--- config.mk ---
export PLATFORM = sky130hd
export DESIGN_NAME = lcd_ctrl
export DESIGN_NICKNAME = d
export VERILOG_FILES = /design/src/rtl/lcd_pkg.sv /design/src/rtl/lcd_req_slot.sv /design/src/rtl/lcd_ctrl.sv
export SDC_FILE = /design/constraint.sdc
export NUM_CORES = 1
export LEC_CHECK = 0
export BUFFER_PORTS_ARGS = -buffer_cell sky130_fd_sc_hd__buf_2
export CAP_MARGIN = 25
export CELL_PAD_IN_SITES_DETAIL_PLACEMENT = 0
export CELL_PAD_IN_SITES_GLOBAL_PLACEMENT = 1
export CORE_MARGIN = 8
export CORE_UTILIZATION = 45
export DETAILED_ROUTE_END_ITERATION = 7
export GPL_TIMING_DRIVEN = 0
export PLACE_DENSITY = 0.88
export SYNTH_ARGS = -nofsm -noshare
export SYNTH_HDL_FRONTEND = slang
export SYNTH_SLANG_ARGS = --single-unit
--- constraint.sdc ---
create_clock -name clk_i -period 4.8 [get_ports clk_i]
set_input_delay 0 -clock clk_i [delete_from_list [all_inputs] [get_ports clk_i]]
set_output_delay 0 -clock clk_i [all_outputs]
set_load 0.05 [all_outputs]
--- src/rtl/lcd_pkg.sv ---
// Shared definitions for the HD44780 write controller: FSM state codes,
// io_lcd register field positions and the slow-executing opcodes.
package lcd_pkg;

  // FSM state encodings
  localparam logic [2:0] ST_IDLE  = 3'd0;
  localparam logic [2:0] ST_SETUP = 3'd1;
  localparam logic [2:0] ST_PULSE = 3'd2;
  localparam logic [2:0] ST_HOLD  = 3'd3;
  localparam logic [2:0] ST_EXEC  = 3'd4;

  // io_lcd register field positions
  localparam int IO_ON_BIT   = 31;
  localparam int IO_GO_BIT   = 10;
  localparam int IO_RS_BIT   = 9;
  localparam int IO_RW_BIT   = 8;
  localparam int IO_DATA_MSB = 7;
  localparam int IO_DATA_LSB = 0;

  // Instructions that need the long execution wait (clear display, return home)
  localparam logic [7:0] CMD_CLEAR    = 8'h01;
  localparam logic [7:0] CMD_HOME     = 8'h02;
  localparam logic [7:0] CMD_HOME_ALT = 8'h03;

  // One LCD write request: register select plus data byte
  typedef struct packed {
    logic       rs;
    logic [7:0] data;
  } lcd_req_t;

  // Clear/home are instructions (RS=0); the same byte written as data is fast
  function automatic logic is_long_cmd(input lcd_req_t req);
    return !req.rs && ((req.data == CMD_CLEAR) || (req.data == CMD_HOME) ||
                       (req.data == CMD_HOME_ALT));
  endfunction

endpackage

--- src/rtl/lcd_req_slot.sv ---
// Single-entry pending buffer for LCD requests that arrive while a
// transfer is in progress. A push into a full slot is dropped and
// raises a sticky overflow flag; a push together with a pop refills
// the slot that is being freed, so nothing is lost in that case.
module lcd_req_slot
  import lcd_pkg::*;
(
  input  logic     clk_i,
  input  logic     rst_ni,
  input  logic     push_i,
  input  logic     pop_i,
  input  lcd_req_t req_i,
  output logic     full_o,
  output lcd_req_t req_o,
  output logic     ovf_o
);

  logic     valid_q, valid_d;
  lcd_req_t req_q, req_d;
  logic     ovf_q, ovf_d;

  // Next-state logic: pop first, then a push may refill or overflow
  always_comb begin
    valid_d = valid_q;
    req_d   = req_q;
    ovf_d   = ovf_q;
    if (pop_i) begin
      valid_d = 1'b0;
    end
    if (push_i) begin
      if (valid_q && !pop_i) begin
        ovf_d = 1'b1;
      end else begin
        valid_d = 1'b1;
        req_d   = req_i;
      end
    end
  end

  // Slot storage and sticky overflow, cleared only by reset
  always_ff @(posedge clk_i or negedge rst_ni) begin
    if (!rst_ni) begin
      valid_q <= 1'b0;
      req_q   <= '0;
      ovf_q   <= 1'b0;
    end else begin
      valid_q <= valid_d;
      req_q   <= req_d;
      ovf_q   <= ovf_d;
    end
  end

  assign full_o = valid_q;
  assign req_o  = req_q;
  assign ovf_o  = ovf_q;

endmodule

--- src/rtl/lcd_ctrl.sv ---
// HD44780 8-bit write sequencer driven by the LSU io_lcd register.
// A rising edge on GO launches setup -> EN pulse -> hold -> execution
// wait; one further request can be queued while the controller is busy.
module lcd_ctrl
  import lcd_pkg::*;
#(
  parameter int unsigned SETUP_CYC     = 4,
  parameter int unsigned EN_CYC        = 12,
  parameter int unsigned HOLD_CYC      = 4,
  parameter int unsigned EXEC_CYC      = 2000,
  parameter int unsigned EXEC_LONG_CYC = 82000
) (
  input  logic        clk_i,
  input  logic        rst_ni,
  input  logic [31:0] io_lcd_i,
  output logic [7:0]  lcd_data_o,
  output logic        lcd_rs_o,
  output logic        lcd_rw_o,
  output logic        lcd_en_o,
  output logic        lcd_on_o,
  output logic        lcd_busy_o,
  output logic        lcd_ovf_o
);

  // Counter is sized for the longest wait; each phase loads (cycles - 1)
  localparam int unsigned CNT_W = $clog2(EXEC_LONG_CYC + 1);
  localparam logic [CNT_W-1:0] SETUP_LOAD = CNT_W'(SETUP_CYC - 1);
  localparam logic [CNT_W-1:0] EN_LOAD    = CNT_W'(EN_CYC - 1);
  localparam logic [CNT_W-1:0] HOLD_LOAD  = CNT_W'(HOLD_CYC - 1);
  localparam logic [CNT_W-1:0] EXEC_LOAD  = CNT_W'(EXEC_CYC - 1);
  localparam logic [CNT_W-1:0] LONG_LOAD  = CNT_W'(EXEC_LONG_CYC - 1);

  logic [2:0]       state_q, state_d;
  logic [CNT_W-1:0] cnt_q, cnt_d;
  lcd_req_t         act_q, act_d;
  logic             en_q, en_d;
  logic             go_q;
  logic             on_q;

  logic             req;
  lcd_req_t         new_req;
  logic             slot_push;
  logic             slot_pop;
  logic             slot_full;
  lcd_req_t         slot_req;
  logic             slot_ovf;

  // Bits of io_lcd that this controller deliberately ignores
  logic unused_io;
  assign unused_io = ^{io_lcd_i[30:11], io_lcd_i[IO_RW_BIT]};

  // Request decode: GO rising edge, with RS/DATA taken from the same write
  always_comb begin
    req          = io_lcd_i[IO_GO_BIT] & ~go_q;
    new_req.rs   = io_lcd_i[IO_RS_BIT];
    new_req.data = io_lcd_i[IO_DATA_MSB:IO_DATA_LSB];
  end

  // Transfer sequencer: phase timing, queueing and hand-off of the pending request
  always_comb begin
    state_d   = state_q;
    cnt_d     = cnt_q;
    act_d     = act_q;
    slot_push = 1'b0;
    slot_pop  = 1'b0;
    case (state_q)
      ST_IDLE: begin
        if (req) begin
          state_d = ST_SETUP;
          cnt_d   = SETUP_LOAD;
          act_d   = new_req;
        end
      end
      ST_SETUP: begin
        slot_push = req;
        if (cnt_q == '0) begin
          state_d = ST_PULSE;
          cnt_d   = EN_LOAD;
        end else begin
          cnt_d = cnt_q - CNT_W'(1);
        end
      end
      ST_PULSE: begin
        slot_push = req;
        if (cnt_q == '0) begin
          state_d = ST_HOLD;
          cnt_d   = HOLD_LOAD;
        end else begin
          cnt_d = cnt_q - CNT_W'(1);
        end
      end
      ST_HOLD: begin
        slot_push = req;
        if (cnt_q == '0) begin
          state_d = ST_EXEC;
          cnt_d   = is_long_cmd(act_q) ? LONG_LOAD : EXEC_LOAD;
        end else begin
          cnt_d = cnt_q - CNT_W'(1);
        end
      end
      ST_EXEC: begin
        if (cnt_q == '0) begin
          if (slot_full) begin
            state_d   = ST_SETUP;
            cnt_d     = SETUP_LOAD;
            act_d     = slot_req;
            slot_pop  = 1'b1;
            slot_push = req;
          end else if (req) begin
            state_d = ST_SETUP;
            cnt_d   = SETUP_LOAD;
            act_d   = new_req;
          end else begin
            state_d = ST_IDLE;
          end
        end else begin
          slot_push = req;
          cnt_d     = cnt_q - CNT_W'(1);
        end
      end
      default: begin
        state_d = ST_IDLE;
        cnt_d   = '0;
      end
    endcase
    en_d = (state_d == ST_PULSE);
  end

  // Sequencer registers; reset aborts any transfer and drops EN at once
  always_ff @(posedge clk_i or negedge rst_ni) begin
    if (!rst_ni) begin
      state_q <= ST_IDLE;
      cnt_q   <= '0;
      act_q   <= '0;
      en_q    <= 1'b0;
      go_q    <= 1'b0;
      on_q    <= 1'b0;
    end else begin
      state_q <= state_d;
      cnt_q   <= cnt_d;
      act_q   <= act_d;
      en_q    <= en_d;
      go_q    <= io_lcd_i[IO_GO_BIT];
      on_q    <= io_lcd_i[IO_ON_BIT];
    end
  end

  lcd_req_slot u_slot (
    .clk_i  (clk_i),
    .rst_ni (rst_ni),
    .push_i (slot_push),
    .pop_i  (slot_pop),
    .req_i  (new_req),
    .full_o (slot_full),
    .req_o  (slot_req),
    .ovf_o  (slot_ovf)
  );

  assign lcd_data_o = act_q.data;
  assign lcd_rs_o   = act_q.rs;
  assign lcd_rw_o   = 1'b0;
  assign lcd_en_o   = en_q;
  assign lcd_on_o   = on_q;
  assign lcd_busy_o = (state_q != ST_IDLE) | slot_full;
  assign lcd_ovf_o  = slot_ovf;

endmodule
# == Word-level counts from Yosys, hierarchy flattened ==
# Index checks and enable logic that the tools add are counted.
# W data, S select, Z words.
# totals
mem_bits_rw,0
wordCells,68
rom_bits,0
in_bits,34
latchBits,0
regBits,43
n_memories,0
# classes
eq_ne,9
reduce_logical,14
n_lt_le_gt_ge,0
n_shift,0
n_mul,0
bitwise,4
addsub,1
muxes,29
n_div,0
# op_table
operator,n
$mux W17,7
$pmux W17 S5,1
$mux W9,3
$pmux W9 S2,1
$logic_not A17 Y1,1
$sub A17 B1 Y17 const B,1
$eq A8 B2 Y1 const B,2
$mux W3,5
$pmux W3 S5,1
$mux W1,10
$eq A3 B2 Y1 const B,3
$eq A8 B1 Y1 const B,1
$reduce_and A2 Y1,3
$eq A3 B1 Y1 const B,1
$eq A3 B3 Y1 const B,1
$logic_not A3 Y1,1
$reduce_bool A3 Y1,1
$reduce_or A3 Y1,1
$logic_and A1 B1 Y1,2
$logic_not A1 Y1,2
$logic_or A1 B1 Y1,2
$ne A2 B2 Y1 const B,1
$not A1 Y1,2
$pmux W1 S2,1
other kinds (3),3

# == Logic depth before layout (Yosys ltp) ==
# Gate-level depths: netlist of run 1.
# logic_depth
ltp_word,7
mapped_depth,10
mapped_depth_nobuf,8

# == Modules after synthesis ==
# From an unflattened synthesis of run 1, not the netlist that was laid out.
# hier_totals
cells_unflattened,254
area_unflattened_um2,2484.9
# by_module_without_submodules
mod,cells_per_inst,area_per_inst_um2,n_inst
lcd_ctrl,229,2068.2,1
lcd_req_slot,25,416.6,1

# == Worst setup path before layout of run 1 ==
# Ideal clock, no wire load.
# synth_path
path_type,flip-flop to flip-flop
startpoint,reg cnt_q[0]
endpoint,"reg u_slot.req_q, in the netlist u_slot.req_o[0]"
setup_ns,0.125
setup_slack_ns,2.603
path_stages_with_launch,10
t_arrival_ns,2.072
required_time_ns,4.675
n_path_buf,1
cell_sequence,dfrtp_1 inv_1 ha_1 nor4b_2 and4_1 buf_6 xnor2_2 a31oi_4 nor2_4 mux2_4
# synth_via
elab_chain_len,7
# synth_lines
item,line_no,source
"start, declared",lcd_ctrl.sv:34,"logic [CNT_W-1:0] cnt_q, cnt_d;"
"start signal, assigned",lcd_ctrl.sv:140,cnt_q <= cnt_d;
$logic_not A17 Y1 *,lcd_ctrl.sv:102,if (cnt_q == '0) begin
$mux W1,lcd_ctrl.sv:102,
$mux W1,lcd_ctrl.sv:66,case (state_q)
$logic_not A1 Y1,lcd_req_slot.sv:31,if (valid_q && !pop_i) begin
$logic_and A1 B1 Y1,lcd_req_slot.sv:31,
$not A1 Y1 (no source line),--,
$reduce_and A2 Y1 (no source line) *,--,
"end signal, assigned",lcd_req_slot.sv:48,req_q <= req_d;
"end, declared",lcd_req_slot.sv:19,"lcd_req_t req_q, req_d;"
# Mark *: on every way between the ends. The rest lies on a longest branch, timed or not.
# A chain may end at the register's enable or synchronous reset.

# == Final worst setup path of run 1 ==
# layout_path
startpoint,reg cnt_q[0]
endpoint,"reg u_slot.req_q, in the netlist u_slot.req_o[6]"
# Same word-level chain as after synthesis.

==> flow_summary_export.csv, run 1 <==
group,metric,value,unit
route,drc,0,
yosys,syn-cell-area,2560,um^2
power,peakVddDrop,0.000135,V
placed_design,post-place-cells,373,
yosys,synthArstFlopShare,100,%
run_status,outcome,"finished, final reports clean",
worst_setup_path,crit_path_end_kind,"register",
worst_setup_path,startpoint_type,"register",
grt,grt_pass1_vias,2254,
min_path,hold_class,"in2async",
yosys,ys_warn_count,0,
layout,drive_gt1_share,19.0,%
timing,tns,0,ns
route,viasPerCell,5.66,
timing,slew_violations,0,
floorplanning,ios,48,
layout,fin_area,3020,um^2
yosys,synthDistinctLibCells,58,
yosys,synthSimpleGateAreaFrac,25.6,%
clock_tree,clkTransAtPathRegs,0.08,ns
clock_tree,cts_setup_buffers,0,
clock_tree,cts_tree,"yes",
layout,fin_cells,393,
timing,fin_skew,0.00285,ns
placed_design,place_area,2780,um^2
layout,syn_to_final_growth,18.0,%
grt,grt_pass1_wl,11100,um
yosys,yosysSeqAreaShare,42.0,%
layout,diodes,0,
route,dr_total_vias,2223,
yosys,synth_xor_area_share,1.32,%
clock_tree,ctsLongestPathBuffers,2,
route,drt_wl_total,6430,um
placed_design,place_congestion,0.843,
yosys,muxShareOfSynthArea,5.28,%
timing,setup_viol,0,
yosys,syn_nets,312,
placed_design,hpwl,4550,um
route,drtPass1Iterations,4,
route,drtAntennaViolNets,0,
grt,track_usage,16.0,%
clock_tree,cts_buffers,5,
floorplanning,die_h,91.4,um
layout,multi_input_area,1400,um^2
worst_setup_path,path_max_fanout,9,
worst_setup_path,timing_worst_setup_path_type,"reg2reg",
grt,grt_max_degree,44,
yosys,synth_top_family_by_area,"simple AND/OR/NAND/NOR gates",
yosys,synth-compound-area-share,21.3,%
timing,rsz0062_at_grt,"no",
clock_tree,h-tree-depth,2,
grt,antenna_found_initial,0,
run,drv_cap,0,
timing,relSlewSlack,54.4,%
layout,layout.nets,357,
layout,fill_cells,501,
floorplanning,start_util,46.5,%
timing,fin_crit_sh,51.9,%
worst_setup_path,required,4.99,ns
yosys,syn_inst,276,
timing,fmax,0.401,GHz
clock_tree,numClockSinks,43,
worst_setup_path,worstPathArrival,2.68,ns
placed_design,io_buffers,25,
clock_tree,root_buffer,"clkbuf_8",
yosys,synth_flop_cell,"dfrtp_1",
grt,overflow,0,
floorplanning,dieWidth,91.4,um
timing,fin_crit,2.49,ns
layout,regArea,1080,um^2
power,p_leak,1.24,nW
yosys,ys_ff_latch,43,
power,p_per_area,239,nW/um^2
layout,final_util,54.9,%
route,drtIter0Drc,184,
yosys,syn_area_per_cell,9.28,um^2
clock_tree,clock_latency,0.30,ns
placed_design,pre_cts_slack,2.34,ns
floorplanning,fp.coreArea,5510,um^2
yosys,synth_adder_area_share,0.978,%
route,detail_route.wl_per_cell,16.4,um
timing,tightest_slew,0.678,ns
timing,final_hold_viol_count,0,
floorplanning,die_area,8360,um^2
floorplanning,num_rows,27,
timing,layout_setup_ws,2.31,ns
yosys,synth_edf_count,0,
[layout make-up]
class,count,area share (%)
Buffer,16,2.61
Clock buffer,5,2.28
Clock inverter,2,1.24
Inverter,2,0.248
Multi-Input combinational cell,215,46.3
Sequential cell,43,35.6
Tap cell,72,2.98
Timing Repair Buffer,38,8.78
[layer usage]
metal	GRT usage (%)	wire (um)	share of wire, %
met1	20.6	3080	48
met2	25.6	3030	47
met3	3.87	241	3.7
met4	5.46	80	1.2
met5	0	0	0
[report_power, final]
part	switching (mW)	leakage, nW	internal, mW
combinational	0.0225	0.687	0.0336
clock	0.127	0.0502	0.152
sequential	0.00855	0.507	0.377
[kinds of logic after synthesis]
family                   after synthesis
AO/OA/AOI/OAI                         86
XOR/XNOR                               3
multiplexers                           9
AND/OR/NAND/NOR                      114
adder cells (fa/ha/maj)                2
other                                  1
buffers and inverters                 18
flip-flops                            43
[cell usage in the layout (no fill, tap or decap), drive strengths merged, types with 2 or more instances in the layout]
cell         synthesis  routed
mux2                 9       9
dlygate4sd3          0      12
a31oi                3       3
o22ai                2       2
nand2b               4       4
a221oi               2       2
a21boi               5       5
o31ai                3       3
buf                  7      33
nor4                 7       7
nand4                3       3
clkbuf               9      14
dfrtp               43      43
nor3b                2       2
a21o                 3       3
o21a                 2       2
nand2               18      18
nand3b               2       2
a211o                2       2
nor3                10      10
a21oi               23      23
nand3                9       9
or3                 11      11
inv                  2       2
ha                   2       2
nor2b                7       7
xor2                 2       2
nand4b               2       2
or4                  4       4
nor2                30      30
o21ai               31      31
[critical path, cell delays in order (launching register included)]
cell     delay (ns)
dfrtp_1        0.43
inv_1          0.11
ha_1           0.15
nor4b_2        0.32
and4_1         0.28
buf_6          0.14
xnor2_2        0.13
a31oi_4        0.12
nor2_4         0.35
mux2_4         0.34
[what timing repair did]
| item | 4_1_cts | 5_1_grt |
|---|---|---|
| endpoints found under the hold margin | 54 | 0 |
| resized for setup | 0 | 0 |
| hold buffers | 12 | 0 |
[final timing paths]
path,from,endpoint,slack (ns),cells after the start
setup / recovery,cnt_q[0],u_slot.req_o[6],2.31,9
hold / removal,rst_ni,lcd_on_o,0.13,2
setup reg to reg,cnt_q[0],u_slot.req_o[6],2.31,9
hold reg to reg,u_slot.ovf_o,u_slot.ovf_o,0.48,1
max in group asynchronous,rst_ni,cnt_q[15],4.20,3
min in group clk_i,io_lcd_i[31],lcd_on_o,0.34,2
[flip-flops by register name (all words and copies together) (netlist names)]
signal	count
cnt_q	17
go_q	1
lcd_data_o	8
lcd_en_o	1
lcd_on_o	1
lcd_rs_o	1
state_q	3
u_slot.full_o	1
u_slot.ovf_o	1
u_slot.req_o	9
[synthesized netlist by cell type, types with 3 or more instances]
master	n	area share, %
o21ai_1	3	0.59
mux2_4	9	5.3
a21oi_1	23	4.5
nand2_1	17	2.5
o21ai_0	28	5.5
a21boi_0	4	1.2
or4_1	4	1.2
o31ai_1	3	0.88
nand2b_1	4	0.98
dfrtp_1	43	42
or3_1	10	2.4
nand3_1	9	1.8
clkbuf_1	9	1.3
buf_2	3	0.59
nor2b_1	7	1.7
nor3_1	10	2.0
nor4_1	5	1.2
nor2_1	29	4.3
a21o_1	3	0.88
[per-stage QoR]
stage	hold slack, ns	power [mW]
2_1_floorplan	-0.296	0.421
3_5_place_dp	0.113	0.440
3_3_place_gp	0.109	0.438
5_1_grt	0.166	0.745
4_1_cts	0.330	0.728
6_report	0.135	0.721
No activity file was read; power rests on OpenSTA's default activity.
==> run 2: changes to the inputs <==
--- a/config.mk
+++ b/config.mk
@@ -10,10 +10,10 @@
 export CELL_PAD_IN_SITES_DETAIL_PLACEMENT = 0
 export CELL_PAD_IN_SITES_GLOBAL_PLACEMENT = 1
 export CORE_MARGIN = 8
-export CORE_UTILIZATION = 45
+export CORE_UTILIZATION = 38
 export DETAILED_ROUTE_END_ITERATION = 7
 export GPL_TIMING_DRIVEN = 0
-export PLACE_DENSITY = 0.88
+export PLACE_DENSITY = 0.8
 export SYNTH_ARGS = -nofsm -noshare
 export SYNTH_HDL_FRONTEND = slang
 export SYNTH_SLANG_ARGS = --single-unit
==> constraint.sdc (replaced) <==
create_clock -name clk_i -period 2.14 [get_ports clk_i]
set_input_delay 0 -clock clk_i [delete_from_list [all_inputs] [get_ports clk_i]]
set_output_delay 0 -clock clk_i [all_outputs]
set_load 0.05 [all_outputs]
==> run 2 against run 1 <==
Critical path type unchanged; global-route usage shrank 1.3 points; critical path depth shrank 1; sequential share of layout area shrank 2.6 points; the run now ends with negative setup slack left.
==> flow_summary_export.csv, run 2 (same netlist as run 1, synthesis figures left out) <==
group,metric,value,unit
clock_tree,clock_latency,0.31,ns
timing,relSlewSlack,54.8,%
worst_setup_path,path_max_fanout,6,
run_status,violations,"negative setup slack",
layout,drive_gt1_share,27.3,%
layout,fin_cells,417,
floorplanning,start_util,38.5,%
timing,slew_violations,0,
power,p_leak,1.35,nW
clock_tree,ctsLongestPathBuffers,2,
grt,grt_max_degree,44,
power,peakVddDrop,0.000350,V
route,dr_total_vias,2372,
route,viasPerCell,5.69,
power,p_per_area,473,nW/um^2
layout,regMostFlops,"cnt_q",
floorplanning,die_h,98.1,um
clock_tree,cts_tree,"yes",
min_path,hold_class,"in2async",
layout,syn_to_final_growth,27.5,%
route,drt_wl_total,7060,um
floorplanning,ios,48,
route,drtAntennaViolNets,0,
timing,tightest_slew,0.671,ns
clock_tree,root_buffer,"clkbuf_8",
layout,fin_area,3260,um^2
worst_setup_path,crit_path_end_kind,"register",
clock_tree,h-tree-depth,2,
placed_design,place_area,2790,um^2
timing,final_hold_viol_count,0,
timing,rsz0062_at_grt,"yes",
grt,overflow,0,
placed_design,io_buffers,25,
floorplanning,num_rows,30,
clock_tree,cts_buffers,5,
route,drtIter0Drc,182,
worst_setup_path,timing_worst_setup_path_type,"reg2reg",
timing,fin_crit_sh,104,%
floorplanning,dieWidth,98.1,um
run,drv_cap,0,
worst_setup_path,worstPathArrival,2.41,ns
timing,fmax,0.450,GHz
floorplanning,die_area,9620,um^2
grt,grt_pass1_wl,11500,um
layout,layout_commonest_cell,"dfrtp_1",
layout,final_util,49.1,%
timing,setup_viol,12,
layout,layout.nets,372,
layout,largest_reg_flops,17,
run_status,outcome,"finished, violations left",
placed_design,post-place-cells,381,
timing,layout_setup_ws,-0.0809,ns
clock_tree,numClockSinks,43,
route,drtPass1Iterations,4,
clock_tree,clkTransAtPathRegs,0.09,ns
timing,fin_skew,0.00746,ns
timing,fin_crit,2.22,ns
placed_design,place_congestion,0.886,
grt,track_usage,14.7,%
grt,grt_pass1_vias,2199,
floorplanning,fp.coreArea,6640,um^2
route,drc,0,
layout,most-common-layout-cells,"41 x dfrtp_1, 26 x nor2_1, 26 x buf_2, 26 x o21ai_0, 23 x a21oi_1",
layout,diodes,0,
placed_design,hpwl,4690,um
worst_setup_path,startpoint_type,"register",
route,detail_route.wl_per_cell,16.9,um
power,p_total,1.54,mW
grt,antenna_found_initial,0,
worst_setup_path,required,2.33,ns
[run 2: path summary, 6_finish.rpt]
check                                       end    startpoint  cells past startpoint  slack (ns)
worst max-delay path            u_slot.req_o[3]     cnt_q[15]                      8       -0.08
worst min-delay path                   lcd_rs_o        rst_ni                      2        0.05
worst max register to register  u_slot.req_o[3]     cnt_q[15]                      8       -0.08
worst min register to register     u_slot.ovf_o  u_slot.ovf_o                      1        0.48
max in group asynchronous              cnt_q[9]        rst_ni                      3        1.64
min in group clk_i                     lcd_on_o  io_lcd_i[31]                      2        0.34
[run 2: area by class of cell]
| class | instances | area [um^2] |
|---|---|---|
| timing repair buffer | 53 | 394 |
| tap | 80 | 100 |
| clock inverter | 3 | 25.0 |
| inverter | 2 | 7.51 |
| buffer | 16 | 97.6 |
| sequential | 43 | 1080 |
| clock buffer | 5 | 68.8 |
| multi-input combinational | 215 | 1490 |
| fill | 600 | 3380 |
[run 2: timing repair]
action / CTS / global route
resized for setup: 12 / 22
endpoints found under the hold margin: 54 / 0
hold buffers: 12 / 0
pin swaps: 7 / 3
endpoints found under the setup margin: 30 / 34
buffers inserted: 6 / 9
[run 2: through the flow]
step / hold WS, ns / setup WS [ns] / setup TNS, ns
floorplan: -0.296 / -0.0328 / -0.295
global placement: 0.109 / -0.232 / -3.12
detailed placement: 0.110 / -0.258 / -3.64
CTS: 0.330 / -0.0790 / -0.735
global route: 0.0537 / -0.174 / -1.96
finish: 0.0531 / -0.0809 / -0.767
[run 2: metal layers]
metal  global-route usage, %  wire, um
met1                    20.3      3280
met2                    22.8      3330
met3                    2.20       376
met4                    5.04        80
met5                       0         0
[run 2: power breakdown]
| group | switching, mW | leakage (nW) | internal (mW) |
|---|---|---|---|
| Clock | 0.316 | 0.0443 | 0.234 |
| Sequential | 0.0164 | 0.505 | 0.847 |
| Combinational | 0.0562 | 0.799 | 0.0757 |
| Total | 0.388 | 1.35 | 1.16 |
[run 2: worst max-delay path: stages, from the launching register on]
cell and delay, ns:
dfrtp_1 0.43, nor4_4 0.41, and4_1 0.27, buf_6 0.15, xnor2_4 0.13, a31oi_4 0.11, nor2_4 0.14, buf_12 0.14
mux2_4 0.30
